===== src/rtl/regfile_wb_scheduler_if.sv =====
// Bundle of writeback, mul/div handshake, decode hazard and register-file write signals
// shared by the write-port scheduler and whoever drives it.
interface regfile_wb_scheduler_if;
   logic        wb_valid;
   logic [4:0]  wb_rd;
   logic [31:0] wb_data;

   logic        md_valid;
   logic [4:0]  md_rd;
   logic [31:0] md_data;
   logic        md_ready;

   logic        md_issue;
   logic [4:0]  md_issue_rd;
   logic        md_issue_ready;

   logic [4:0]  dec_src_a;
   logic [4:0]  dec_src_b;
   logic [4:0]  dec_rd;
   logic        dec_stall;

   logic        stall_pipe;

   logic        rf_load;
   logic [4:0]  rf_dest;
   logic [31:0] rf_in;

   modport master (
      output wb_valid, wb_rd, wb_data,
      output md_valid, md_rd, md_data,
      input  md_ready,
      output md_issue, md_issue_rd,
      input  md_issue_ready,
      output dec_src_a, dec_src_b, dec_rd,
      input  dec_stall,
      input  stall_pipe,
      input  rf_load, rf_dest, rf_in
   );

   modport slave (
      input  wb_valid, wb_rd, wb_data,
      input  md_valid, md_rd, md_data,
      output md_ready,
      input  md_issue, md_issue_rd,
      output md_issue_ready,
      input  dec_src_a, dec_src_b, dec_rd,
      output dec_stall,
      output stall_pipe,
      output rf_load, rf_dest, rf_in
   );
endinterface


===== src/rtl/regfile_wb_scheduler.sv =====
// Shares the register-file write port between pipeline writeback and the mul/div unit,
// tracks mul/div destinations still owed, and forces a drain when mul/div is starved.
module regfile_wb_scheduler #(
   parameter int STARVE_LIMIT = 4
) (
   input  logic                   clk,
   input  logic                   rst,
   regfile_wb_scheduler_if.slave  sched
);

   typedef enum logic {
      NORMAL = 1'b0,
      DRAIN  = 1'b1
   } state_t;

   localparam logic [3:0] STARVE_LAST = 4'(STARVE_LIMIT - 1);

   state_t      state_reg;
   state_t      state_next;
   logic [3:0]  starve_cnt_reg;
   logic [3:0]  starve_cnt_next;
   logic [31:0] pending_reg;
   logic [31:0] pending_next;

   logic        md_ready;
   logic        md_fire;
   logic        md_blocked;
   logic        issue_take;
   logic        src_valid;
   logic [4:0]  rf_dest;
   logic [31:0] rf_in;
   logic        stall_pipe;

   logic [31:0] clear_vec;
   logic [31:0] set_vec;
   logic [31:0] live_vec;

   // The pipeline has no ready, so it always owns the port when valid.
   assign md_ready   = !sched.wb_valid;
   assign md_fire    = sched.md_valid && md_ready;
   assign md_blocked = sched.md_valid && !md_ready;

   always_comb begin
      src_valid = 1'b0;
      rf_dest   = 5'd0;
      rf_in     = 32'd0;
      if (sched.wb_valid) begin
         src_valid = 1'b1;
         rf_dest   = sched.wb_rd;
         rf_in     = sched.wb_data;
      end else if (sched.md_valid) begin
         src_valid = 1'b1;
         rf_dest   = sched.md_rd;
         rf_in     = sched.md_data;
      end
   end

   assign sched.md_ready = md_ready;
   assign sched.rf_load  = src_valid && (rf_dest != 5'd0);
   assign sched.rf_dest  = rf_dest;
   assign sched.rf_in    = rf_in;

   // No same-cycle clear bypass on issue: a register being drained this cycle is still busy.
   assign sched.md_issue_ready = !pending_reg[sched.md_issue_rd];
   assign issue_take = sched.md_issue && !pending_reg[sched.md_issue_rd]
                       && (sched.md_issue_rd != 5'd0);

   genvar gi;
   generate
      for (gi = 0; gi < 32; gi++) begin : g_score
         assign clear_vec[gi] = md_fire && (sched.md_rd == 5'(gi));
         assign set_vec[gi]   = issue_take && (sched.md_issue_rd == 5'(gi));
         // A register being written this cycle is forwarded by the register file.
         assign live_vec[gi]  = pending_reg[gi] && !clear_vec[gi];
      end
   endgenerate

   always_comb begin
      pending_next    = (pending_reg & ~clear_vec) | set_vec;
      pending_next[0] = 1'b0;
   end

   assign sched.dec_stall = live_vec[sched.dec_src_a]
                          | live_vec[sched.dec_src_b]
                          | live_vec[sched.dec_rd];

   always_ff @(posedge clk) begin
      if (rst) begin
         pending_reg <= 32'd0;
      end else begin
         pending_reg <= pending_next;
      end
   end

   // Starvation FSM: state register.
   always_ff @(posedge clk) begin
      if (rst) begin
         state_reg      <= NORMAL;
         starve_cnt_reg <= 4'd0;
      end else begin
         state_reg      <= state_next;
         starve_cnt_reg <= starve_cnt_next;
      end
   end

   // Starvation FSM: next state.
   always_comb begin
      state_next      = state_reg;
      starve_cnt_next = 4'd0;
      case (state_reg)
         NORMAL: begin
            if (md_blocked) begin
               if (starve_cnt_reg == STARVE_LAST) begin
                  state_next = DRAIN;
               end else begin
                  starve_cnt_next = starve_cnt_reg + 4'd1;
               end
            end
         end
         DRAIN: begin
            if (md_fire || !sched.md_valid) begin
               state_next = NORMAL;
            end
         end
         default: state_next = NORMAL;
      endcase
   end

   // Starvation FSM: outputs.
   always_comb begin
      stall_pipe = (state_reg == DRAIN);
   end

   assign sched.stall_pipe = stall_pipe;

   // The pipeline must be frozen while draining.
   always_ff @(posedge clk) begin
      if (!rst) begin
         assert (!(state_reg == DRAIN && sched.wb_valid));
      end
   end

endmodule

===== src/flat_wrapper.sv =====
// flat-port wrapper written by rule: the top's interface ports become plain ports
module regfile_wb_scheduler_flat 
#(
   parameter int STARVE_LIMIT = 4
)
  (clk, rst, sched_wb_valid, sched_wb_rd, sched_wb_data, sched_md_valid, sched_md_rd, sched_md_data, sched_md_ready, sched_md_issue, sched_md_issue_rd, sched_md_issue_ready, sched_dec_src_a, sched_dec_src_b, sched_dec_rd, sched_dec_stall, sched_stall_pipe, sched_rf_load, sched_rf_dest, sched_rf_in);
  regfile_wb_scheduler_if sched_i ();
  input  logic clk;
  input  logic rst;
  input wire logic [$bits(sched_i.wb_valid)-1:0] sched_wb_valid;
  input wire logic [$bits(sched_i.wb_rd)-1:0] sched_wb_rd;
  input wire logic [$bits(sched_i.wb_data)-1:0] sched_wb_data;
  input wire logic [$bits(sched_i.md_valid)-1:0] sched_md_valid;
  input wire logic [$bits(sched_i.md_rd)-1:0] sched_md_rd;
  input wire logic [$bits(sched_i.md_data)-1:0] sched_md_data;
  output wire logic [$bits(sched_i.md_ready)-1:0] sched_md_ready;
  input wire logic [$bits(sched_i.md_issue)-1:0] sched_md_issue;
  input wire logic [$bits(sched_i.md_issue_rd)-1:0] sched_md_issue_rd;
  output wire logic [$bits(sched_i.md_issue_ready)-1:0] sched_md_issue_ready;
  input wire logic [$bits(sched_i.dec_src_a)-1:0] sched_dec_src_a;
  input wire logic [$bits(sched_i.dec_src_b)-1:0] sched_dec_src_b;
  input wire logic [$bits(sched_i.dec_rd)-1:0] sched_dec_rd;
  output wire logic [$bits(sched_i.dec_stall)-1:0] sched_dec_stall;
  output wire logic [$bits(sched_i.stall_pipe)-1:0] sched_stall_pipe;
  output wire logic [$bits(sched_i.rf_load)-1:0] sched_rf_load;
  output wire logic [$bits(sched_i.rf_dest)-1:0] sched_rf_dest;
  output wire logic [$bits(sched_i.rf_in)-1:0] sched_rf_in;
  assign sched_i.wb_valid = sched_wb_valid;
  assign sched_i.wb_rd = sched_wb_rd;
  assign sched_i.wb_data = sched_wb_data;
  assign sched_i.md_valid = sched_md_valid;
  assign sched_i.md_rd = sched_md_rd;
  assign sched_i.md_data = sched_md_data;
  assign sched_md_ready = sched_i.md_ready;
  assign sched_i.md_issue = sched_md_issue;
  assign sched_i.md_issue_rd = sched_md_issue_rd;
  assign sched_md_issue_ready = sched_i.md_issue_ready;
  assign sched_i.dec_src_a = sched_dec_src_a;
  assign sched_i.dec_src_b = sched_dec_src_b;
  assign sched_i.dec_rd = sched_dec_rd;
  assign sched_dec_stall = sched_i.dec_stall;
  assign sched_stall_pipe = sched_i.stall_pipe;
  assign sched_rf_load = sched_i.rf_load;
  assign sched_rf_dest = sched_i.rf_dest;
  assign sched_rf_in = sched_i.rf_in;
  regfile_wb_scheduler #(.STARVE_LIMIT(STARVE_LIMIT)) u_core (.clk(clk), .rst(rst), .sched(sched_i));
endmodule

===== config.mk =====
export PLATFORM = sky130hd
export DESIGN_NAME = regfile_wb_scheduler_flat
export DESIGN_NICKNAME = d
export VERILOG_FILES = /design/src/rtl/regfile_wb_scheduler_if.sv /design/src/rtl/regfile_wb_scheduler.sv /design/src/flat_wrapper.sv
export SDC_FILE = /design/constraint.sdc
export NUM_CORES = 1
export LEC_CHECK = 0
export BUFFER_PORTS_ARGS = -buffer_cell sky130_fd_sc_hd__buf_2
export CAP_MARGIN = 5
export CELL_PAD_IN_SITES_DETAIL_PLACEMENT = 2
export CELL_PAD_IN_SITES_GLOBAL_PLACEMENT = 2
export CORE_ASPECT_RATIO = 0.8
export CORE_MARGIN = 1
export CORE_UTILIZATION = 26
export DETAILED_ROUTE_END_ITERATION = 12
export HOLD_SLACK_MARGIN = 0.06
export PLACE_DENSITY = 0.89
export SLEW_MARGIN = 20
export SYNTH_ARGS = -nofsm -noshare
export SYNTH_HDL_FRONTEND = slang
export SYNTH_SLANG_ARGS = --single-unit

===== constraint.sdc =====
create_clock -name clk -period 2.4 [get_ports clk]
set_clock_uncertainty 0.1 [all_clocks]
set_input_delay 0.12 -clock clk [delete_from_list [all_inputs] [get_ports clk]]
set_output_delay 0.12 -clock clk [all_outputs]
set_load 0.03 [all_outputs]

==> run metrics, run 1 <==
Worst Path Arrival=between 2 and 3 ns; antenna violations before repair=5; grt ovf=0; Post-Route WL=roughly 35000 µm; die height=about 100 µm; RSZ-0062 raised after global routing=true; port bufs=140; max reg flops=31; Cell Area, Synth=~0.0033 mm²; Std-Cell Rows=36; Post-layout nets=between 700 and 800; kind of critical path=in2out; fin crit period=approximately 2.9 ns; Core ar.=between 0.01 and 0.015 mm²; Final Hold Fails=0; family with the most delay on the worst path=simple AND/OR/NAND/NOR gates; final worst-path cycle share=1.210; Leak=0.002428 µW; Slowest cell on crit path=nor4_1; Seq pwr share=0.265; Max VDD drop=approximately 0.0006 V; gpl congestion=between 0.9 and 1; Die Area=0.01310 mm²; CTS tree=yes; Yosys warning count=0; Yosys top cell area share=0.2192; Hold Crit Class=in2reg; CTS sink count=36; CP Launch Point=sched_md_rd[0]; CP Cell Sequence=buf_6 > buf_12 > buf_2 > buf_4 > nand4b_1 > o21ai_0 > buf_4 > o22ai_1 > nor4_1 > or3_1 > o311a_1 > o211ai_1 > buf_4; synthesis-stage register bit count=36; vias per inst=between 7 and 8; post-route worst setup slack=-0.5040 ns; Place WS=-0.5314 ns; Synth Instances=between 400 and 500; average wire per standard cell=41.91 µm; Net Sw Frac=0.4225; DRC Markers=0; Synth Area per Inst=approximately 7.6 µm²; violation count after the first detailed-route iteration=~790; Routed Antenna Nets=0; Skew-Pair Late Insertion Delay=0.32 ns; Max Slew Vio Count=0; Reg-to-Reg End=u_core.pending_reg[25]; drt pass-1 iters=6; WP buf/inv=6; fmax=344.3 MHz; worst-path fanout max=7; top-count cell post-synth=nand2_1; P&R area growth vs syn=81.89%; Crit path depth=13; commonest cells in the netlist=nand2_1 (53), dfxtp_1 (36), a21oi_1 (35), a22o_1 (35), clkbuf_1 (26); Die W=between 100 and 150 µm; largest area contributor in the netlist=dfxtp_1; slew at the pin closest to its max-slew limit=about 1.1 ns; Post-synth EDFFs=0; top cells by area, synth=dfxtp_1 (22%), a22o_1 (9.3%), mux4_2 (6.8%); failing checks=negative setup slack; status=complete, but fails checks; combinational fraction of design power=0.405; P_int=approximately 1300 µW; Reg-to-Reg Start=u_core.pending_reg[24]; CTS Buf Count=5; Reg2Reg Depth=6; Syn Nets=530; final hold slack=0.1720 ns; Max-Cap Viols=0; share of power burned in the clock network=0.330; Design Power=between 2000 and 2500 µW; H-tree level count=2; Synth async-reset ratio=0; GR peak layer=met2; share of the yosys chip area belonging to registers=0.2192; post-synth cell types=61; first-pass GRT wire length=between 30000 and 40000 µm; most frequent CP cell=buf_4; Sw Pwr=between 900 and 1000 µW; share of layout cells above drive strength 1=0.6099; Layout Utilization=0.4882; vias in the first global route=roughly 5700; flop2flop setup slack=-0.41 ns; CP Capture Type=output pin; pwr dens=386.8 mW/mm²; setup tns final=-7.049 ns; Worst path max stage delay=approximately 0.50 ns; Root Driver=clkbuf_16; GRT met2 Usage=0.6911; crit start category=input port; met1 Usage GRT=0.4762; # IOs=~140; HPWL after DPL=around 18000 µm; relative slew slack=0.2510; Final Setup Violations=33; M3 GR Usage=0.1251; Critical Path Sink=sched_dec_stall; top_reg_cell synth=dfxtp_1; All-Layer GR Usage=0.4180; Bufs on Longest Clock Path=2; largest net degree at the start of global routing=a little over 40; initial core utilization=0.2684; vias=5910; Critical Path RT=approximately 2.2 ns; Reg clk slew, reported paths=~0.07 ns
[final cells by class]
cell class	instances	area, µm²
fill	1328	6271
antenna	2	5.005
clock buffer	7	142.6
inverter	8	30.03
clock inverter	1	7.507
multi-input combinational	349	3065
timing repair buffer	263	1777
sequential	36	739.5
tap	171	214.0
[stage by stage]
stage	area [µm²]	instances
global route	5981	837
detailed placement	4641	782
floorplan	3288	430
finish	5981	837
CTS	5473	819
global placement	4641	782
[power by group through the flow]
stage	sequential [µW]	combinational, µW	clock, µW
2_1_floorplan	621	356	0
3_3_place_gp	623	609	0
3_5_place_dp	624	660	0
4_1_cts	612	758	707
5_1_grt	612	936	770
6_report	613	936	764
[worst register-to-register path: stages, from the launching register on]
cell,delay (ns)
dfxtp_1,0.38
mux4_2,0.54
mux4_2,0.51
nand3b_4,0.28
nor3b_4,0.39
nand2_1,0.15
a21oi_2,0.33
[kinds of logic (layout without fill, tap and decap cells)]
logic type	count (synthesis)	count (layout)	share of synthesized area
simple gates	170	170	0.2827
compound gates	154	154	0.3253
buf+inv	45	279	0.05860
flops	36	36	0.2192
mux	21	21	0.1024
xor+xnor	3	3	0.007992
fa+ha+maj	1	1	0.003805
other cells	0	2	0
[cell usage in the layout (no fill, tap or decap), drive strengths merged, types with 3 or more instances in the layout]
cell type  synthesis  final
mux4              10     10
nor3              11     11
dfxtp             36     36
nor3b              5      5
o31ai              6      6
o2111ai            6      6
a22oi              4      4
buf               10    261
o211ai             6      6
o21ai             25     25
nor4               6      6
a22o              35     35
nand4              6      6
a211oi             7      7
and2               4      4
o311ai             3      3
clkbuf            27      7
nand4bb            3      3
nand2             53     53
nand3             19     19
mux2i             10     10
nor2              24     24
a21oi             35     35
inv                8      8
nor2b             13     13
nand2b             7      7
or4b               4      4
o22ai              9      9
nand4b             5      5
[how the worst min path moves through the flow]
stage               depth (start not counted)      startpoint  slack (ns)                 endpoint
finish                                      4  sched_md_valid        0.17  u_core.sched.stall_pipe
CTS                                         4  sched_md_valid        0.16  u_core.sched.stall_pipe
global placement                            3  sched_wb_valid        0.32  u_core.sched.stall_pipe
floorplan                                   2  sched_md_valid        0.16  u_core.sched.stall_pipe
detailed placement                          3  sched_wb_valid        0.35  u_core.sched.stall_pipe
global route                                4  sched_md_valid        0.20  u_core.sched.stall_pipe
[layer usage]
layer,vias to the layer above,routed length [µm]
met3,268,4289
met1,2907,12060
met4,4,3320
met5,-,73
met2,600,15340
li1,2131,-
[what timing repair did]
| item | 4_1_cts | 5_1_grt |
|---|---|---|
| gates cloned | 2 | 0 |
| pin swaps | 32 | 55 |
| endpoints found under the setup margin | 14 | 32 |
| gates resized for setup | 110 | 101 |
| hold buffers | 1 | 0 |
| endpoints found under the hold margin | 1 | 0 |
| buffers inserted | 26 | 17 |
Note: power is estimated with default switching activity, not from simulation.
==> inputs of run 2 (changes only) <==
--- a/config.mk
+++ b/config.mk
@@ -5,16 +5,17 @@
 export SDC_FILE = /design/constraint.sdc
 export NUM_CORES = 1
 export LEC_CHECK = 0
+export ABC_AREA = 1
 export BUFFER_PORTS_ARGS = -buffer_cell sky130_fd_sc_hd__buf_2
 export CAP_MARGIN = 5
 export CELL_PAD_IN_SITES_DETAIL_PLACEMENT = 2
 export CELL_PAD_IN_SITES_GLOBAL_PLACEMENT = 2
 export CORE_ASPECT_RATIO = 0.8
 export CORE_MARGIN = 1
-export CORE_UTILIZATION = 26
+export CORE_UTILIZATION = 24
 export DETAILED_ROUTE_END_ITERATION = 12
 export HOLD_SLACK_MARGIN = 0.06
-export PLACE_DENSITY = 0.89
+export PLACE_DENSITY = 0.9
 export SLEW_MARGIN = 20
 export SYNTH_ARGS = -nofsm -noshare
 export SYNTH_HDL_FRONTEND = slang
==> constraint.sdc (replaced) <==
create_clock -name clk -period 2.4 [get_ports clk]
set_clock_uncertainty 0.1 [all_clocks]
set_input_delay 0.12 -clock clk [delete_from_list [all_inputs] [get_ports clk]]
set_output_delay 0.12 -clock clk [all_outputs]
set_load 0.05 [all_outputs]
==> run metrics, run 2 <==
status=complete, but fails checks (unchanged); failing checks=design-rule violations (was negative setup slack); CP Capture Type=output pin (unchanged); All-Layer GR Usage=0.2553 (was 0.4180); share of layout cells above drive strength 1=0.2490 (was 0.6099); top cells by area, synth=nand2_1 (23%), dfxtp_1 (20%), nand3_1 (12%) (was dfxtp_1 (22%), a22o_1 (9.3%), mux4_2 (6.8%)); Max Slew Vio Count=0 (unchanged); Final Hold Fails=0 (unchanged); Root Driver=clkbuf_16 (unchanged); setup tns final=0 ns (was -7.049 ns); M3 GR Usage=0.04774 (was 0.1251); CTS tree=yes (unchanged); crit start category=input port (unchanged); Slowest cell on crit path=nor2_4 (was nor4_1); Reg clk slew, reported paths=0.07 ns (about the same); Worst Path Arrival=2.00 ns (was 2.68 ns); post-CTS setup buffer count=0 (was 26); final worst-path cycle share=0.9230 (was 1.210); hold buffers post-CTS=0 (was 1); largest area contributor in the netlist=nand2_1 (was dfxtp_1); WP buf/inv=4 (was 6); Synth Instances=646 (was 430); top_reg_cell synth=dfxtp_1 (unchanged); CP Cell Sequence=buf_2 > buf_4 > nand2_4 > nor2_4 > nand2_1 > nand2_1 > nor2_1 > nor2_1 > nand2_1 > nand3_1 > nand2_1 > nand2_1 > nand2_1 > inv_2 > nand3_1 > buf_2 (was buf_6 > buf_12 > buf_2 > buf_4 > nand4b_1 > o21ai_0 > buf_4 > o22ai_1 > nor4_1 > or3_1 > o311a_1 > o211ai_1 > buf_4); Cell Count, Final, Fillers Out=970 (was 837); violation count after the first detailed-route iteration=331 (was 785); vias=5058 (was 5910); antenna violations before repair=2 (was 5); Synth Area per Inst=5.582 µm² (was 7.647 µm²); P&R area growth vs syn=29.60% (was 81.89%); Bufs on Longest Clock Path=2 (unchanged); post-route worst setup slack=0.1849 ns (was -0.5040 ns); kind of critical path=in2out (unchanged); most common cell after layout, fill and taps aside=nand2_1 (was buf_2); share of the yosys chip area belonging to registers=0.1999 (was 0.2192); Leak=0.002286 µW (was 0.002428 µW); GRT met2 Usage=0.4394 (was 0.6911); Max-Cap Viols=0 (unchanged); synthesis-stage register bit count=36 (unchanged); vias per inst=5.214 (was 7.061); Max VDD drop=0.0002382 V (was 0.0006123 V); max reg flops=31 (unchanged); # IOs=141 (unchanged); DRC Markers=20 (was 0); Post-Route WL=19320 µm (was 35080 µm); fmax=451.4 MHz (was 344.3 MHz); met1 Usage GRT=0.3135 (was 0.4762); commonest cells in the netlist=nand2_1 (221), nand3_1 (83), nor2_1 (80) (was nand2_1 (53), dfxtp_1 (36), a21oi_1 (35), a22o_1 (35), clkbuf_1 (26)); grt ovf=0 (unchanged); H-tree level count=2 (unchanged); Die W=139.0 µm (was 127.7 µm); Critical Path RT=2.18 ns (about the same); top-count cell post-synth=nand2_1 (unchanged); Final Setup Violations=0 (was 33); die height=111.6 µm (was 102.6 µm); Yosys top cell area share=0.2300 (was 0.2192); gpl congestion=0.9243 (was 0.9497); first-pass GRT wire length=30290 µm (was 39130 µm); Post-layout nets=883 (was 763); Syn Nets=746 (was 530); port bufs=140 (unchanged); Post-synth EDFFs=0 (unchanged); GR peak layer=met2 (unchanged); pwr dens=432.7 mW/mm² (was 386.8 mW/mm²); Synth async-reset ratio=0 (unchanged); Routed Antenna Nets=0 (unchanged); most frequent cells in the layout=nand2_1 (221), buf_2 (140), nand3_1 (83) (was buf_2 (133), buf_4 (108), nand2_1 (38)); vias in the first global route=5322 (was 5694); Place WS=0.2161 ns (was -0.5314 ns); Skew-Pair Late Insertion Delay=0.31 ns (was 0.32 ns); HPWL after DPL=15440 µm (was 17650 µm); slew at the pin closest to its max-slew limit=0.6972 ns (was 1.124 ns); Worst path max stage delay=0.39 ns (was 0.50 ns); Design Power=2022 µW (was 2313 µW); initial core utilization=0.2488 (was 0.2684); CTS sink count=36 (unchanged); fin crit period=2.215 ns (was 2.904 ns); relative slew slack=0.5352 (was 0.2510); most frequent CP cell=nand2_1 (was buf_4); Filler cells=1892 (was 1328); Cell Area, Synth=0.003606 mm² (was 0.003288 mm²); Die Area=0.01552 mm² (was 0.01310 mm²); average wire per standard cell=19.92 µm (was 41.91 µm); RSZ-0062 raised after global routing=false (was true); worst-path fanout max=18 (was 7); Yosys warning count=0 (unchanged); PostCTS Resize Cnt=0 (was 110); largest net degree at the start of global routing=39 (was 41); family with the most delay on the worst path=simple AND/OR/NAND/NOR gates (unchanged); CTS Buf Count=5 (unchanged); Placed Cells incl. Taps=960 (was 782); Std-Cell Rows=39 (was 36); post-synth cell types=33 (was 61); Hold Crit Class=in2reg (unchanged); Core ar.=0.01449 mm² (was 0.01225 mm²); drt pass-1 iters=9 (was 6)
run 2: cell count changes in the layout (fill, tap and decap cells not counted), moves of 9 or more:
| cell | change |
|---|---|
| inv_1 | +44 |
| a21oi_1 | +31 |
| mux4_2 | -10 |
| buf_4 | -89 |
| a21oi_2 | -26 |
| dfxtp_1 | +9 |
| nand4_1 | +16 |
| nor2_1 | +57 |
| nand3_1 | +72 |
| nor2b_1 | -12 |
| buf_6 | -14 |
| nand2_1 | +183 |
run 2: area by class of cell:
type                            instances  area [µm²]  share of cell area
Multi-Input combinational cell        518        2485              0.5317
Timing Repair Buffer                  160       863.3              0.1847
Sequential cell                        36       720.7              0.1542
Inverter                               62       232.7             0.04980
Tap cell                              184       230.2             0.04926
Clock buffer                            6       128.9             0.02758
Antenna cell                            3       7.507            0.001606
Clock inverter                          1       5.005            0.001071
run 2: kinds of logic (layout without fill, tap and decap cells):
logic type / after synthesis / after routing / share of synthesized area
simple gates: 429 / 429 / 0.5215
buf+inv: 92 / 229 / 0.1110
compound gates: 87 / 87 / 0.1617
flops: 36 / 36 / 0.1999
fa+ha+maj: 1 / 1 / 0.003469
xor+xnor: 1 / 1 / 0.002429
other cells: 0 / 3 / 0
run 2: layer usage:
metal | part of all wire | wire length, µm
met2 | 0.47 | 9135
met4 | 0.038 | 740
met1 | 0.43 | 8314
met3 | 0.058 | 1129
met5 | 0 | 0
run 2: power by group:
| group | internal, µW | leakage [µW] | total, µW | switching [µW] |
|---|---|---|---|---|
| Combinational | 213 | 0.00193 | 734 | 521 |
| Sequential | 604 | 0.000290 | 609 | 4.98 |
| Clock | 379 | 0.0000667 | 679 | 300 |
run 2: worst min-delay path, delay by kind of cell:
kind / cells / cell delay, ns
simple gates: 1 / 0.18
buf+inv: 1 / 0.23
compound gates: 1 / 0.07
run 2: metrics by stage:
stage | cell area (µm²) | hold WS, ns | util
6_report | 4673 | 0.2304 | 0.3225
5_1_grt | 4673 | 0.2446 | 0.3225
4_1_cts | 4666 | 0.1986 | 0.3219
3_5_place_dp | 4532 | 0.3434 | 0.3127
3_3_place_gp | 4532 | 0.3297 | 0.3127
2_1_floorplan | 3606 | 0.08907 | -
run 2: worst paths after layout:
| path | from | to | slack [ns] | depth (start not counted) |
|---|---|---|---|---|
| setup reg to reg | u_core.pending_reg[20] | u_core.pending_reg[16] | 0.53 | 7 |
| setup / recovery | sched_md_valid | sched_dec_stall | 0.18 | 16 |
| hold reg to reg | u_core.starve_cnt_reg[0] | u_core.starve_cnt_reg[0] | 0.35 | 1 |
| hold / removal | sched_md_issue_rd[4] | u_core.pending_reg[17] | 0.23 | 3 |
